$ cat src/rtl/nano_io_port.sv
// nano_io_port: I/O responder for the Nano processor.
// The output side is a small FIFO fed by LdOUTPUT pulses and drained over
// valid/ready. The input side is a one-word holding register filled over
// valid/ready and consumed by RdINPUT. Sticky flags record dropped pushes
// and reads of an empty holding register.
module nano_io_port #(
  parameter int WIDTH = 8,
  parameter int DEPTH = 4
) (
  input  logic             clk,
  input  logic             rst,
  input  logic             LdOUTPUT,
  input  logic [WIDTH-1:0] DataOUT,
  output logic [WIDTH-1:0] out_data,
  output logic             out_valid,
  input  logic             out_ready,
  output logic             out_full,
  input  logic [WIDTH-1:0] in_data,
  input  logic             in_valid,
  output logic             in_ready,
  input  logic             RdINPUT,
  output logic [WIDTH-1:0] DataIN,
  output logic             in_avail,
  input  logic             clr_err,
  output logic             err_ovf,
  output logic             err_unf
);

  localparam int AW = $clog2(DEPTH);
  localparam int CW = AW + 1;
  localparam logic [CW-1:0] FULL_COUNT = CW'(DEPTH);

  typedef enum logic {
    ST_EMPTY = 1'b0,
    ST_FULL  = 1'b1
  } in_state_t;

  // Output FIFO state
  logic [WIDTH-1:0] mem [DEPTH];
  logic [AW-1:0]    rd_ptr_reg;
  logic [AW-1:0]    wr_ptr_reg;
  logic [CW-1:0]    count_reg;
  logic             err_ovf_reg;

  // Input holding register state
  in_state_t        in_state_reg;
  logic [WIDTH-1:0] data_in_reg;
  logic             in_ready_reg;
  logic             in_avail_reg;
  logic             err_unf_reg;

  logic pop;
  logic push_ok;
  logic push_drop;
  logic rd_empty;

  // A push is only refused when the FIFO is full and nothing leaves this cycle.
  assign out_valid = (count_reg != '0);
  assign out_full  = (count_reg == FULL_COUNT);
  assign pop       = out_valid & out_ready;
  assign push_ok   = LdOUTPUT & (~out_full | pop);
  assign push_drop = LdOUTPUT & out_full & ~pop;
  assign rd_empty  = RdINPUT & (in_state_reg == ST_EMPTY);

  // Head is forced to zero while empty so the reset value is well defined;
  // while valid it only depends on registered state, so it holds under stall.
  assign out_data = out_valid ? mem[rd_ptr_reg] : '0;

  assign in_ready = in_ready_reg;
  assign in_avail = in_avail_reg;
  assign DataIN   = data_in_reg;
  assign err_ovf  = err_ovf_reg;
  assign err_unf  = err_unf_reg;

  // FIFO storage write; contents need no reset because count gates visibility.
  always_ff @(posedge clk) begin
    if (push_ok) begin
      mem[wr_ptr_reg] <= DataOUT;
    end
  end

  // FIFO pointers, occupancy and overflow flag (set beats clear).
  always_ff @(posedge clk) begin
    if (!rst) begin
      rd_ptr_reg  <= '0;
      wr_ptr_reg  <= '0;
      count_reg   <= '0;
      err_ovf_reg <= 1'b0;
    end else begin
      if (push_ok) wr_ptr_reg <= wr_ptr_reg + 1'b1;
      if (pop)     rd_ptr_reg <= rd_ptr_reg + 1'b1;
      case ({push_ok, pop})
        2'b10:   count_reg <= count_reg + 1'b1;
        2'b01:   count_reg <= count_reg - 1'b1;
        default: count_reg <= count_reg;
      endcase
      if (push_drop)    err_ovf_reg <= 1'b1;
      else if (clr_err) err_ovf_reg <= 1'b0;
    end
  end

  // Holding register FSM with registered handshake outputs and underflow flag.
  always_ff @(posedge clk) begin
    if (!rst) begin
      in_state_reg <= ST_EMPTY;
      data_in_reg  <= '0;
      in_ready_reg <= 1'b1;
      in_avail_reg <= 1'b0;
      err_unf_reg  <= 1'b0;
    end else begin
      case (in_state_reg)
        ST_EMPTY: begin
          if (in_valid) begin
            data_in_reg  <= in_data;
            in_state_reg <= ST_FULL;
            in_ready_reg <= 1'b0;
            in_avail_reg <= 1'b1;
          end
        end
        ST_FULL: begin
          // DataIN deliberately keeps its value after the consume.
          if (RdINPUT) begin
            in_state_reg <= ST_EMPTY;
            in_ready_reg <= 1'b1;
            in_avail_reg <= 1'b0;
          end
        end
        default: begin
          in_state_reg <= ST_EMPTY;
          in_ready_reg <= 1'b1;
          in_avail_reg <= 1'b0;
        end
      endcase
      if (rd_empty)     err_unf_reg <= 1'b1;
      else if (clr_err) err_unf_reg <= 1'b0;
    end
  end

endmodule
$ cat config.mk
export PLATFORM = sky130hd
export DESIGN_NAME = nano_io_port
export DESIGN_NICKNAME = d
export VERILOG_FILES = /design/src/rtl/nano_io_port.sv
export SDC_FILE = /design/constraint.sdc
export NUM_CORES = 1
export LEC_CHECK = 0
export ABC_AREA = 1
export BUFFER_PORTS_ARGS = -buffer_cell sky130_fd_sc_hd__buf_2
export CORE_UTILIZATION = 53
export DETAILED_ROUTE_END_ITERATION = 16
export PLACE_DENSITY = 0.8
export SETUP_SLACK_MARGIN = 0.1
export SLEW_MARGIN = 20
export SYNTH_ARGS = -nofsm -noshare
export SYNTH_HDL_FRONTEND = slang
export SYNTH_SLANG_ARGS = --single-unit
$ cat constraint.sdc
create_clock -name clk -period 2.1 [get_ports clk]
set_clock_uncertainty 0.15 [all_clocks]
set_input_delay 0.21 -clock clk [delete_from_list [all_inputs] [get_ports clk]]
set_output_delay 0.21 -clock clk [all_outputs]
set_load 0.01 [all_outputs]
==> results.txt <==
----------------------------------------------------
[Timing]
  Summed negative setup slack over all endpoints ... 0 ns
  Worst-case headroom to the max-slew limit ... 46.22%
  RSZ-0062 raised after global routing ... false
  Final count of hold timing violations ... 0
  Fin crit period ... 1.842 ns
  Final number of setup-violating endpoints ... 0
  Top achievable clock speed ... 542.8 MHz
  Max Transition Viols Final ... 0
  Slew at the pin closest to its max-slew limit ... roughly 0.8 ns
  Tcrit/Tclk final ... 87.73%

[Layout]
  # fillers ... 296
  Antenna Diode Count ... 0
  Number of flip-flops under the largest register name ... 32
  Area taken by multi-input logic gates ... 691.9 um^2
  Area growth syn-to-layout ... 24.79%
  Non-Filler Cell Area, Final ... ~2800 um^2
  Storage element area ... 1403 um^2
  Total Nets Final ... 310
  Layout cell share with drive strength beyond 1 ... roughly a quarter

[Floorplanning]
  Total die area ... about 4400 um^2
  Starting utilization of the core area ... between 50% and 60%
  Count of standard-cell rows ... 23
  Height of the die ... 66.52 um
  Die boundary width ... 66.52 um
  Core Area ... 4000 um^2
  Number of placed I/O pins ... 45

[Setup path]
  RR Startpoint ... count_reg[0]
  Most used cell along the critical path ... sky130_fd_sc_hd__nor2_1
  Crit path largest cell delay ... 0.48 ns
  Highest-delay cell along the critical path ... sky130_fd_sc_hd__dfxtp_2
  Flop2flop setup slack ... a little under 0.3 ns
  Type of the setup path with the least slack ... reg2out
  End of the worst register-to-register path ... mem[2][2]
  CP Cell Sequence ... buf_4 > nor2_1 > nor2_1 > o21ai_0 > a21oi_1 > buf_2
  Arrival time worst endpoint ... 1.48 ns
  Crit path launch type ... flop
  Depth of the most critical reg-to-reg path ... 4
  Endpoint type of the worst setup path ... output port
  Crit path required time ... 1.74 ns
  Critical path peak fanout ... 12

[Power]
  Sequential share of power ... 51.6%
  Part of the total power dissipated in combinational logic ... 23.7%
  Switch share ... 31.05%
  Static power due to leakage ... 1.180 nW
  Net switching power of the design ... 755.7 uW
  Clock power share ... approximately 25%
  Pwr/cell area ... 884.3 nW/um^2
  Maximum VDD drop ... just over 0.6 mV
  Internal Dissipation ... roughly 1.7 mW

[CTS]
  Maximum number of buffers from clock root to sink ... 2
  Htree depth ... 2
  Clock transition at the registers of the reported paths ... 0.10 ns
  Post-CTS Setup Inserts ... 0
  Clock latency on the worst-skew pair ... 0.31 ns
  TritonCTS clock tree ... built
  Clock root cell ... sky130_fd_sc_hd__clkbuf_8
  Clock net sink count ... between 50 and 60
  CTS Buf Count ... 5

[Global route]
  Total track usage ... 20.59%
  M3 GR Usage ... 4.110%
  Wire length of the first global-routing pass ... 6.561 mm
  Met2 Track Usage GR ... 34.82%
  Global-route track usage on met1 ... 26.24%
  Busiest grt layer ... met2
  GR Overflow Total ... 0
  Vias in the first global route ... 1461
  Pin count of the biggest net entering global routing ... 20
  Initial antenna violation count ... 0

[Hold path]
  Cell depth of the worst min-delay path ... 3
  Worst hold path startpoint ... in_valid
  Worst min path class ... in2reg
  Endpoint, Worst Hold ... in_state_reg

[Synthesis]
  Synth warnings ... 0
  Synthesized-area fraction occupied by ao, oa, aoi and oai cells ... 10.61%
  Distinct cell type count of the synthesized netlist ... 25
  Most area-consuming cells after synthesis ... sky130_fd_sc_hd__edfxtp_1, sky130_fd_sc_hd__dfxtp_1, sky130_fd_sc_hd__nor2_1
  Sequential-to-total area share from yosys stat ... 63.53%
  Mean area per synthesized cell ... 10.21 um^2
  Dominant synthesized flop cell ... sky130_fd_sc_hd__edfxtp_1
  Adder and majority gate portion of the synthesized area ... 3.176%
  Most common library cells after synthesis ... sky130_fd_sc_hd__nor2_1, sky130_fd_sc_hd__edfxtp_1, sky130_fd_sc_hd__o21ai_0
  Largest family of logic cells by synthesized area ... simple AND/OR/NAND/NOR gates
  Number of synthesized register bits ... 54
  Area share of the largest cell type after synthesis ... 43.56%
  Count of flip-flops with a built-in enable after synthesis ... 32
  Cells after Synth ... 216
  Simple-gate share of the synthesized area ... 17.58%
  Cell type with the highest aggregate area in the netlist ... sky130_fd_sc_hd__edfxtp_1
  Share of cell area taken by muxes after synthesis ... 0%
  Most used standard cell by instance count after synthesis ... sky130_fd_sc_hd__nor2_1
  Number of nets produced by synthesis ... 244
  Synthesized area ... 2206 um^2
  Parity-gate share of the synthesized area counting xor and xnor cells ... 0%
  Async set or reset register ratio after synthesis ... 0%

[Routing]
  Post-detailed-route via-to-cell ratio ... 4.913
  Average wire length per cell after detail routing ... 12.44 um
  Iteration-0 DRC Markers ... 87
  Post-Route WL ... 4.141 mm
  Antenna Violating Nets Remaining ... 0
  First-pass detailed-route iteration total ... 4
  Total via count in the routed design ... ~1600
  Residual DRC count ... 0

[Job]
  Total of max-cap violations ... 0

[Status]
  Result of the run ... completed

[Placed design]
  Placed wire-length estimate ... 2.677 mm
  IO Port Bufs ... 44
  Weighted congestion reported at the end of routability-driven placement ... 0.7102
  Cell area reported after detailed placement ... 2474 um^2

----------------------------------------------------
worst max-delay path, delay by kind of cell (launching register included):
family	cells	cell delay [ns]
AOI/OAI and AO/OA	2	0.23
buffers and inverters	2	0.34
DFF	1	0.48
and+or+nand+nor	2	0.12
how the worst max path moves through the flow:
stage,from,endpoint,slack (ns),depth (start not counted)
2_1_floorplan,count_reg[2],count_reg[2],0.43,10
3_5_place_dp,count_reg[0],mem[2][7],0.29,4
5_1_grt,flop,out_data[2],0.10,6
4_1_cts,flop,out_data[5],0.27,6
3_3_place_gp,count_reg[0],mem[2][7],0.32,4
6_report,flop,out_data[1],0.26,6
placed cells by master, fill, tap and decap left out, types with 2 or more instances in the layout:
master,n
sky130_fd_sc_hd__o21ai_1,2
sky130_fd_sc_hd__nand2_1,10
sky130_fd_sc_hd__inv_2,2
sky130_fd_sc_hd__buf_2,44
sky130_fd_sc_hd__nand3_1,5
sky130_fd_sc_hd__ha_1,4
sky130_fd_sc_hd__clkbuf_8,5
sky130_fd_sc_hd__edfxtp_1,32
sky130_fd_sc_hd__o21ai_0,25
sky130_fd_sc_hd__buf_4,2
sky130_fd_sc_hd__dfxtp_1,21
sky130_fd_sc_hd__a21oi_1,15
sky130_fd_sc_hd__nand2_4,2
sky130_fd_sc_hd__nand4_1,2
sky130_fd_sc_hd__nand2_2,2
sky130_fd_sc_hd__inv_1,19
sky130_fd_sc_hd__dlygate4sd3_1,18
sky130_fd_sc_hd__nor2_4,3
sky130_fd_sc_hd__clkinv_4,2
sky130_fd_sc_hd__nor2_1,59
cell type report:
class                           count  area share (%)
Multi-Input combinational cell    135           25.14
Tap cell                           50           2.273
Clock buffer                        5           2.500
Clock inverter                      3           1.045
Timing Repair Buffer               64           15.09
Sequential cell                    54           50.95
Inverter                           22           3.000
per-stage QoR:
stage	utilization (%)	instances	hold WS, ns	worst slack [ns]	power (mW)
final	68.81	333	0.05944	0.2577	2.434
after global routing	68.81	333	0.07192	0.1044	2.562
after CTS	68.81	333	0.06647	0.2685	2.442
after detailed placement	61.84	307	0.2764	0.2864	1.832
after global placement	61.84	307	0.2734	0.3212	1.818
after floorplan	-	216	0.1589	0.4263	1.645
power groups by stage:
stage,Sequential [mW],Combinational (mW),Clock [mW]
after global placement,1.28,0.540,0
final,1.26,0.577,0.600
after CTS,1.26,0.580,0.605
after global routing,1.27,0.649,0.644
after floorplan,1.27,0.374,0
after detailed placement,1.28,0.552,0
metal layers:
metal,wire [um],up-vias
li1,-,844
met5,0,-
met3,152,4
met1,1878,752
met4,42,0
met2,2067,36
cell families after synthesis:
| logic type | Yosys count |
|---|---|
| compound gates | 44 |
| fa+ha+maj | 5 |
| buf+inv | 27 |
| flops | 54 |
| simple gates | 86 |
repair_timing:
item                       4_1_cts  5_1_grt
hold buffers                    18        0
setup endpoints to repair        1        0
gates resized for setup          1        0
hold endpoints to repair        42        0
No activity file was read; power rests on OpenSTA's default activity.
